<file path="src/rtl/writeback_regfile_multi.sv">
// LC3 writeback stage with a NUM_RD-port register file, PSR condition codes, write counter and sticky error.
// Optional same-cycle read forwarding is enabled by defining WRITEBACK_BYPASS_EN.
module writeback_regfile_multi #(
    parameter int DATA_W   = 16,
    parameter int NUM_REGS = 8,
    parameter int NUM_RD   = 2,
    parameter int CNT_W    = 16,
    parameter int ADDR_W   = $clog2(NUM_REGS)
) (
    input  logic                     clock,
    input  logic                     reset,
    input  logic                     enable_writeback,
    input  logic [1:0]               W_Control,
    input  logic [DATA_W-1:0]        aluout,
    input  logic [DATA_W-1:0]        memout,
    input  logic [DATA_W-1:0]        pcout,
    input  logic [ADDR_W-1:0]        dr,
    input  logic [NUM_RD*ADDR_W-1:0] rd_addr,
    output logic [NUM_RD*DATA_W-1:0] rd_data,
    output logic [2:0]               psr,
    output logic                     enableWB_status,
    output logic [CNT_W-1:0]         wb_count,
    output logic                     wb_err
);

    localparam logic [1:0] SEL_ALU     = 2'd0;
    localparam logic [1:0] SEL_MEM     = 2'd1;
    localparam logic [1:0] SEL_PC      = 2'd2;
    localparam logic [1:0] SEL_ILLEGAL = 2'd3;

    localparam logic [ADDR_W:0] REGS_LIMIT = (ADDR_W+1)'(NUM_REGS);
    localparam logic [2:0]      PSR_ZERO   = 3'b010;

    logic [DATA_W-1:0] regs_q [NUM_REGS];
    logic [2:0]        psr_q, psr_d;
    logic              status_q, status_d;
    logic [CNT_W-1:0]  count_q, count_d;
    logic              err_q, err_d;

    logic [DATA_W-1:0] wb_value;
    logic              dr_in_range;
    logic              wr_accept;
    logic              wr_illegal;
    logic [NUM_REGS-1:0] wr_sel;

    // Source select; the illegal code never reaches the register file.
    always_comb begin
        wb_value = aluout;
        unique case (W_Control)
            SEL_ALU: wb_value = aluout;
            SEL_MEM: wb_value = memout;
            SEL_PC:  wb_value = pcout;
            default: wb_value = aluout;
        endcase
    end

    assign dr_in_range = ({1'b0, dr} < REGS_LIMIT);
    assign wr_illegal  = enable_writeback && (W_Control == SEL_ILLEGAL);
    assign wr_accept   = enable_writeback && !reset && (W_Control != SEL_ILLEGAL) && dr_in_range;

    genvar gi;
    generate
        for (gi = 0; gi < NUM_REGS; gi++) begin : g_wsel
            localparam logic [ADDR_W-1:0] IDX = ADDR_W'(gi);
            assign wr_sel[gi] = wr_accept && (dr == IDX);
        end
    endgenerate

    always_comb begin
        psr_d    = psr_q;
        status_d = wr_accept;
        count_d  = count_q;
        err_d    = err_q | wr_illegal;
        if (wr_accept) begin
            psr_d   = {wb_value[DATA_W-1],
                       (wb_value == '0),
                       !wb_value[DATA_W-1] && (wb_value != '0)};
            count_d = count_q + CNT_W'(1);
        end
    end

    always_ff @(posedge clock) begin
        if (reset) begin
            for (int i = 0; i < NUM_REGS; i++) begin
                regs_q[i] <= '0;
            end
        end else begin
            for (int i = 0; i < NUM_REGS; i++) begin
                if (wr_sel[i]) begin
                    regs_q[i] <= wb_value;
                end
            end
        end
    end

    always_ff @(posedge clock) begin
        if (reset) begin
            psr_q    <= PSR_ZERO;
            status_q <= 1'b0;
            count_q  <= '0;
            err_q    <= 1'b0;
        end else begin
            psr_q    <= psr_d;
            status_q <= status_d;
            count_q  <= count_d;
            err_q    <= err_d;
        end
    end

    // Independent read ports; addresses past the last register read as zero.
    generate
        for (gi = 0; gi < NUM_RD; gi++) begin : g_rd
            logic [ADDR_W-1:0] addr;
            logic              addr_ok;
            logic [DATA_W-1:0] stored;

            assign addr    = rd_addr[gi*ADDR_W +: ADDR_W];
            assign addr_ok = ({1'b0, addr} < REGS_LIMIT);
            assign stored  = addr_ok ? regs_q[addr] : '0;

`ifdef WRITEBACK_BYPASS_EN
            assign rd_data[gi*DATA_W +: DATA_W] = (wr_accept && (addr == dr)) ? wb_value : stored;
`else
            assign rd_data[gi*DATA_W +: DATA_W] = stored;
`endif
        end
    endgenerate

    assign psr             = psr_q;
    assign enableWB_status = status_q;
    assign wb_count        = count_q;
    assign wb_err          = err_q;

endmodule

</file>
<file path="config.mk">
export PLATFORM = sky130hd
export DESIGN_NAME = writeback_regfile_multi
export DESIGN_NICKNAME = d
export VERILOG_FILES = /design/src/rtl/writeback_regfile_multi.sv
export SDC_FILE = /design/constraint.sdc
export NUM_CORES = 1
export LEC_CHECK = 0
export CORE_MARGIN = 2
export CORE_UTILIZATION = 30
export CTS_BUF_LIST = sky130_fd_sc_hd__clkbuf_2 sky130_fd_sc_hd__clkbuf_4 sky130_fd_sc_hd__clkbuf_8
export DETAILED_ROUTE_END_ITERATION = 6
export DONT_BUFFER_PORTS = 1
export SYNTH_ARGS = -nofsm -noshare
export SYNTH_HDL_FRONTEND = slang
export SYNTH_SLANG_ARGS = --single-unit
</file>
<file path="constraint.sdc">
create_clock -name clock -period 5.4 [get_ports clock]
set_input_delay 0.81 -clock clock [delete_from_list [all_inputs] [get_ports clock]]
set_output_delay 0.81 -clock clock [all_outputs]
set_load 0.01 [all_outputs]
</file>
==> results.tsv <==
metric	value	unit
vias_per_cell	5.40	
synth_top_area_share	0.504	
max_clock_freq	0.308	GHz
cts_buffer_depth	2	
port-buffer-count	0	
power_frac_clock	0.329	
post_cts_resized	0	
grt_overflow_total	0	
core-area	25100	um^2
outcome	complete, no violations	
drtIter0Drc	405	
synth.avg_cell_area	14.4	um^2
io-pin-count	115	
cts.reportedPaths.clkPinSlew	0.08	ns
regToRegStartpoint	wb_count[4]	
peakVddDrop	189	uV
postRouteAntennaNets	0	
cts_post_setup_buffers_inserted	0	
stdcell_area	8240	um^2
netlist_top_cells_area	edfxtp_1, mux4_2, nor2_1, dfxtp_1, mux2_2	
floorplan.initialDensity	0.304	
finalSetupTns	0	ns
route.detailed.drc	0	
tritoncts	yes	
fin_crit	3.25	ns
synth-async-reset-ratio	0	
report.final.slew_viol_count	0	
internal_power	1.91	mW
die_y	163	um
dieArea	26700	um^2
power.sequential.fraction	0.543	
max_cap_viol_count	0	
hold-worst-slack	0.432	ns
ctsRootBufferMaster	clkbuf_8	
cts-buffers-inserted	17	
wl_per_cell	24.5	um
final_hold_viol_count	0	
hold_start	reset	
routed-via-count	4649	
report.final.setup_viol	0	
critPathMaxFanout	17	
groute.usage.overall	0.160	
grt_setup_unrepaired	no	
fin_crit_sh	0.601	
static-leakage-power	2.67	nW
synth_top_area_cell	edfxtp_1	
power_switching	632	uW
route.final.wire_length	21100	um
synth-main-ff-cell	edfxtp_1	
cts.htree.levels	4	
yosysUniqueCellTypes	40	
synth_area	7630	um^2
final_util	0.328	
critPathCaptureType	flop	
final.setup_skew	0.00386	ns
netlist_instances	530	
synth_fp_nets	596	
worst_hold_path_type	in -> reg	
grt_max_degree	47	
grt_pass1_wl	30500	um
pwr-share-comb	0.127	
mostFrequentLayoutCells	nor2_1, edfxtp_1, mux4_2, mux2_2, dfxtp_1	
dp_hpwl	15000	um
synth_seq_cells	149	
yosys_warns	0	
grt_pass1_vias	4640	
die-width	163	um
place_area	7850	um^2
critical_path.startpoint	W_Control[0]	
final_layout_size_suffix_gt1_frac	0.290	
drt_pre_antenna_iters	4	
row_count	58	
timing.critical_path.from_type	input port	
holdBufCountCts	0	
synth_edf_count	128	
critPathRequiredTime	5.74	ns
timing.slew.headroom	0.317	
arrival	3.59	ns
antenna_found_initial	3	
clock_latency	0.44	ns
clkSinkCount	149	
areaGrowthSynthToFinish	8.00	%
criticalPathCategory	in -> reg	
switching_share	0.249	
gp_congestion	0.794	
power.density_cell_area	308	nW/um^2
layout.nets	581	
synth_sequential_area_ratio	0.559	
timing_worst_slew_pin_value	1.02	ns
-- sequential cells by signal (all words and copies together), names as in the netlist --
name and count:
psr 3, enableWB_status 1, wb_count 16, regs_q 128, wb_err 1
-- path summary, 6_finish.rpt --
path                                      to  slack (ns)  depth (start not counted)
worst min-delay path             wb_count[1]        0.43                          1
worst max-delay path                  psr[0]        2.15                          7
worst max register to register  wb_count[13]        3.65                          5
worst min register to register   wb_count[1]        0.55                          2
-- layout make-up --
type | instances | area, um^2
fillers | 2477 | 16900
clock inverters | 13 | 130
clock buffers | 19 | 249
multi-input cells | 336 | 3120
flip-flops and latches | 149 | 4260
inverters | 6 | 22.5
diodes | 3 | 7.51
repair buffers | 5 | 37.5
well taps | 330 | 413
-- metal layers --
layer  vias to the layer above  wire length, um  track usage
met2                       208            11400        0.290
li1                       2033                -            -
met1                      2382             8040        0.187
met5                         -                0            0
met4                         0              416       0.0514
met3                        26             1310       0.0381
-- synthesized netlist by cell type, drive strengths merged (8+ instances only) --
cell,number
a221o,16
nor2,128
nand2,9
o21ai,21
dfxtp,21
buf,15
nand2b,8
mux2,32
clkbuf,24
mux4,64
nand4,12
edfxtp,128
-- per-stage QoR --
step / instances / power, mW / setup slack, ns
after floorplan: 530 / 1.67 / 2.45
after global placement: 826 / 1.72 / 1.83
after detailed placement: 826 / 1.73 / 1.73
after CTS: 858 / 2.55 / 2.18
after global routing: 861 / 2.63 / 2.03
final: 861 / 2.54 / 2.15
-- power by group through the flow --
stage                     clock network, mW  logic, mW  registers [mW]
after floorplan                           0      0.290            1.38
after global placement                    0      0.322            1.40
after detailed placement                  0      0.328            1.40
after CTS                             0.844      0.329            1.38
after global routing                  0.896      0.347            1.39
final                                 0.836      0.324            1.38
-- worst max-delay path: stages --
cell and delay, ns:
inv_1 0.02, ha_1 0.75, inv_2 0.38, o21ai_1 0.62, nand4_1 0.18, or4_4 0.58
a31o_1 0.23
-- cells by family after synthesis --
group	count (synthesis)	share of synthesized area
multiplexers	96	0.236
adder cells (fa/ha/maj)	4	0.00656
AND/OR/NAND/NOR	178	0.102
flip-flops	149	0.559
buffers and inverters	45	0.0326
AO/OA/AOI/OAI	47	0.0508
XOR/XNOR	11	0.0126
(Power assumes the default switching activity.)
